[src/rtl/ram_scan_dp.sv]
// Simple-dual-port RAM with an independent write port and a self-advancing read pointer
// (auto-scan at a programmable rate, manual hold/step, or direct pointer load).
module ram_scan_dp #(
   parameter int unsigned DATA_W   = 4,
   parameter int unsigned ADDR_W   = 5,
   parameter int unsigned TICK_DIV = 50000000
) (
   input  logic              Clock,
   input  logic              Resetn,
   input  logic              WrEn,
   input  logic [ADDR_W-1:0] WrAddr,
   input  logic [DATA_W-1:0] WrData,
   input  logic              ScanEn,
   input  logic              Step,
   input  logic              LdEn,
   input  logic [ADDR_W-1:0] LdAddr,
   output logic [ADDR_W-1:0] RdAddr,
   output logic [DATA_W-1:0] RdData,
   output logic              Tick
);

   localparam int unsigned DEPTH = 2 ** ADDR_W;
   localparam int unsigned CNT_W = (TICK_DIV > 1) ? $clog2(TICK_DIV) : 1;
   localparam logic [CNT_W-1:0] CNT_LAST = CNT_W'(TICK_DIV - 1);

   logic [DATA_W-1:0] mem_q [DEPTH];

   logic [ADDR_W-1:0] rd_addr_q, rd_addr_d;
   logic [DATA_W-1:0] rd_data_q, rd_data_d;
   logic [CNT_W-1:0]  cnt_q, cnt_d;
   logic              tick_q, tick_d;
   logic              term;

   // Array is deliberately not reset; writes are blocked while reset is held.
   always_ff @(posedge Clock) begin
      if (WrEn && Resetn) begin
         mem_q[WrAddr] <= WrData;
      end
   end

   assign term = ScanEn && (cnt_q == CNT_LAST);

   always_comb begin
      rd_addr_d = rd_addr_q;
      cnt_d     = '0;
      tick_d    = 1'b0;
      rd_data_d = (WrEn && (WrAddr == rd_addr_q)) ? WrData : mem_q[rd_addr_q];

      if (ScanEn && !term) begin
         cnt_d = cnt_q + 1'b1;
      end

      // A load wins over a coincident terminal count and restarts the divider.
      if (LdEn) begin
         rd_addr_d = LdAddr;
         cnt_d     = '0;
      end else if (term) begin
         rd_addr_d = rd_addr_q + 1'b1;
         tick_d    = 1'b1;
      end else if (!ScanEn && Step) begin
         rd_addr_d = rd_addr_q + 1'b1;
      end
   end

   always_ff @(posedge Clock or negedge Resetn) begin
      if (!Resetn) begin
         rd_addr_q <= '0;
         rd_data_q <= '0;
         cnt_q     <= '0;
         tick_q    <= 1'b0;
      end else begin
         rd_addr_q <= rd_addr_d;
         rd_data_q <= rd_data_d;
         cnt_q     <= cnt_d;
         tick_q    <= tick_d;
      end
   end

   assign RdAddr = rd_addr_q;
   assign RdData = rd_data_q;
   assign Tick   = tick_q;

endmodule

[config.mk]
export PLATFORM = sky130hd
export DESIGN_NAME = ram_scan_dp
export DESIGN_NICKNAME = d
export VERILOG_FILES = /design/src/rtl/ram_scan_dp.sv
export SDC_FILE = /design/constraint.sdc
export NUM_CORES = 1
export LEC_CHECK = 0
export CAP_MARGIN = 20
export CORE_UTILIZATION = 30
export CTS_BUF_LIST = sky130_fd_sc_hd__clkbuf_4
export DETAILED_ROUTE_END_ITERATION = 10
export PLACE_DENSITY = 0.5
export SLEW_MARGIN = 10
export SYNTH_ARGS = -nofsm -noshare
export SYNTH_HDL_FRONTEND = slang
export SYNTH_SLANG_ARGS = --single-unit
[constraint.sdc]
create_clock -name Clock -period 2.3 [get_ports Clock]
set_clock_uncertainty 0.2 [all_clocks]
set_input_delay 0.575 -clock Clock [delete_from_list [all_inputs] [get_ports Clock]]
set_output_delay 0.575 -clock Clock [all_outputs]
set_load 0.1 [all_outputs]
==> flow_metrics.env <==
export IMPL_status="finished, final reports clean"
export IMPL_vias=4042
export IMPL_postRouteAntennaNets=0
export IMPL_clkSinkCount=164
export IMPL_wl_per_cell_um=17.7
export IMPL_path_max_fanout=13
export IMPL_fmax_mhz=446
export IMPL_gp_congestion=0.776
export IMPL_ios=30
export IMPL_grt_pass1_vias=4214
export IMPL_cts_max_level=4
export IMPL_ys_ff_latch=164
export IMPL_startpoint_type="flop"
export IMPL_yosys_top_cells_count="128 x edfxtp_1, 66 x nor2_1, 36 x dfrtp_1"
export IMPL_synthCells=444
export IMPL_hold_violations=0
export IMPL_holdCritPathClass="in2async"
export IMPL_finalCritPeriodShare_pct=97.6
export IMPL_coreArea_um2=22800
export IMPL_period_needed_ps=2240
export IMPL_yosysUniqueCellTypes=42
export IMPL_r2r_cells=6
export IMPL_internal_power_mw=4.49
export IMPL_yosys_top_cells_area="edfxtp_1 55%, dfrtp_1 13%, mux4_2 7.4%, nor2_1 3.5%, mux4_1 3.4%"
export IMPL_num_rows=55
export IMPL_synth_top_area_share_pct=54.8
export IMPL_synth_edf_count=128
export IMPL_end_kind="flop"
export IMPL_overflow=0
export IMPL_crit_type="reg2reg"
export IMPL_drt_initial_drc_count=233
export IMPL_cts_tree="done"
export IMPL_multi_input_area_um2=2120
export IMPL_slew_violations=0
export IMPL_p_leak_nw=3.02
export IMPL_dp_hpwl_mm=10.8
export IMPL_insertion_delay_ps=530
export IMPL_worstPathArrival_ps=2480
export IMPL_power_density_nw_per_um2=727
export IMPL_synthFlopType="edfxtp_1"
export IMPL_power_frac_seq_pct=52.8
export IMPL_combPwrFrac_pct=18.4
export IMPL_hold_ws_ps=140
export IMPL_antennaDiodeCount=0
export IMPL_slew_headroom_pct=66.5
export IMPL_fin_tns_setup_ps=0
export IMPL_synthMostInstantiatedCell="edfxtp_1"
export IMPL_syn_area_um2=7020
export IMPL_p_switching_mw=1.78
export IMPL_die_area_um2=24000
export IMPL_synth_area_leader_cell="edfxtp_1"
export IMPL_wirelength_mm=15.6
export IMPL_worst_pin_slew_ps=502
export IMPL_ctsHoldBuffers=0
export IMPL_syn_to_final_growth_pct=22.7
export IMPL_nNetsFinal=573
export IMPL_yosysSeqAreaShare_pct=67.6
export IMPL_finalCoreUtilization_pct=37.8
export IMPL_track_usage_pct=13.9
export IMPL_seq_area_um2=4760
export IMPL_drc=0
export IMPL_via_per_inst=4.61
export IMPL_crit_required_ps=2530
export IMPL_maxCapViolCount=0
export IMPL_power_frac_clock_pct=28.8
export IMPL_yosys_warnings=0
export IMPL_port_buffers=29
export IMPL_antenna_found_initial=0
export IMPL_syn_nets=466
export IMPL_setup_violations_final=0
export IMPL_drive_gt1_share_pct=29.8
export IMPL_fill_cells=2123
export IMPL_root_buffer="clkbuf_4"
export IMPL_fp_dieW_um=155
export IMPL_syn_avg_cell_area_um2=15.8
export IMPL_clkTransAtPathRegs_ps=140
export IMPL_start_util_pct=30.8
export IMPL_ir_drop_v=0.000293
export IMPL_numCtsBuffers=17
export IMPL_grt_pass1_wl_mm=24.6
export IMPL_synthArstFlopShare_pct=22.0
export IMPL_die_h_um=155
export IMPL_p_sw_share_pct=28.3
export IMPL_grt_max_degree=37
export IMPL_firstDrtPassIters=4
export IMPL_cts_buffer_depth=2
## worst paths after layout
path / from / end / slack [ps]
max: RdAddr[0] / RdData[0] / 60
min: Resetn / RdData[3] / 140
max reg2reg: RdAddr[0] / RdData[0] / 60
min reg2reg: cnt_q[0] / cnt_q[0] / 310
max in group asynchronous: Resetn / RdAddr[1] / 1370
min in group Clock: cnt_q[0] / cnt_q[0] / 310
## per-stage QoR
step / worst slack, ps / std cells / total power, mW / cell area, µm²
2_1_floorplan: -9.24 / 444 / 4.04 / 7030
3_3_place_gp: -191 / 835 / 4.46 / 8190
3_5_place_dp: -230 / 835 / 4.47 / 8190
4_1_cts: -51.1 / 871 / 6.31 / 8550
5_1_grt: -6.83 / 877 / 6.54 / 8620
6_report: 55.9 / 877 / 6.27 / 8620
## power by group through the flow
stage               clock (mW)  sequential, mW  combinational [mW]
global route              2.00            3.32                1.22
global placement             0            3.41                1.05
floorplan                    0            3.62               0.425
detailed placement           0            3.41                1.06
finish                    1.81            3.31                1.15
CTS                       1.87            3.32                1.12
## layout by cell type (no fill, tap or decap), types with 5 or more instances in the layout
cell type,instances
nand3b_1,5
inv_6,5
o21ai_0,5
nor2_1,66
clkbuf_4,17
o22ai_1,6
nand4_1,7
buf_4,79
clkdlybuf4s50_1,18
xor2_1,15
nor3_1,9
mux2i_1,11
dfrtp_1,31
nand3_1,10
buf_12,11
inv_1,5
mux4_1,7
xnor2_1,14
nand2_1,22
mux4_2,25
and3_1,5
edfxtp_1,128
## cells by family (layout without fill, tap and decap cells)
group	after synthesis	after routing	synth area share, %
fa+ha+maj	2	2	0.356
flops	164	164	67.6
buf+inv	28	148	2.48
compound gates	24	24	2.60
simple gates	150	150	10.4
xor+xnor	29	29	3.62
mux	47	47	13.0
## critical path: stages, from the launching register on
cell	delay, ps
dfrtp_4	450
buf_12	150
buf_12	170
mux4_1	590
mux2_2	300
a21oi_1	200
o41ai_2	80
## per-layer routing
metal / up-vias / wire length [µm] / global-route usage, %
met5: - / 0 / 0
met4: 0 / 65 / 2.45
met3: 4 / 527 / 3.93
met2: 65 / 7360 / 22.1
met1: 2068 / 7600 / 19.2
li1: 1905 / - / -
## area by class of cell
class,instances,area share [%]
multi-input cells,252,24.6
flip-flops and latches,164,55.2
clock inverters,15,2.06
clock buffers,17,1.48
repair buffers,111,11.9
inverters,5,0.218
well taps,313,4.55
## registers in the layout, summed over array words and instances, names as in the netlist
| name | flops |
|---|---|
| mem_q | 128 |
| cnt_q | 26 |
| RdAddr | 5 |
| RdData | 4 |
| Tick | 1 |
## what timing repair did
action,in CTS,in global routing
resized for setup,4,7
buffers inserted,4,7
endpoints found under the setup margin,5,6
Note: power is estimated with default switching activity, not from simulation.
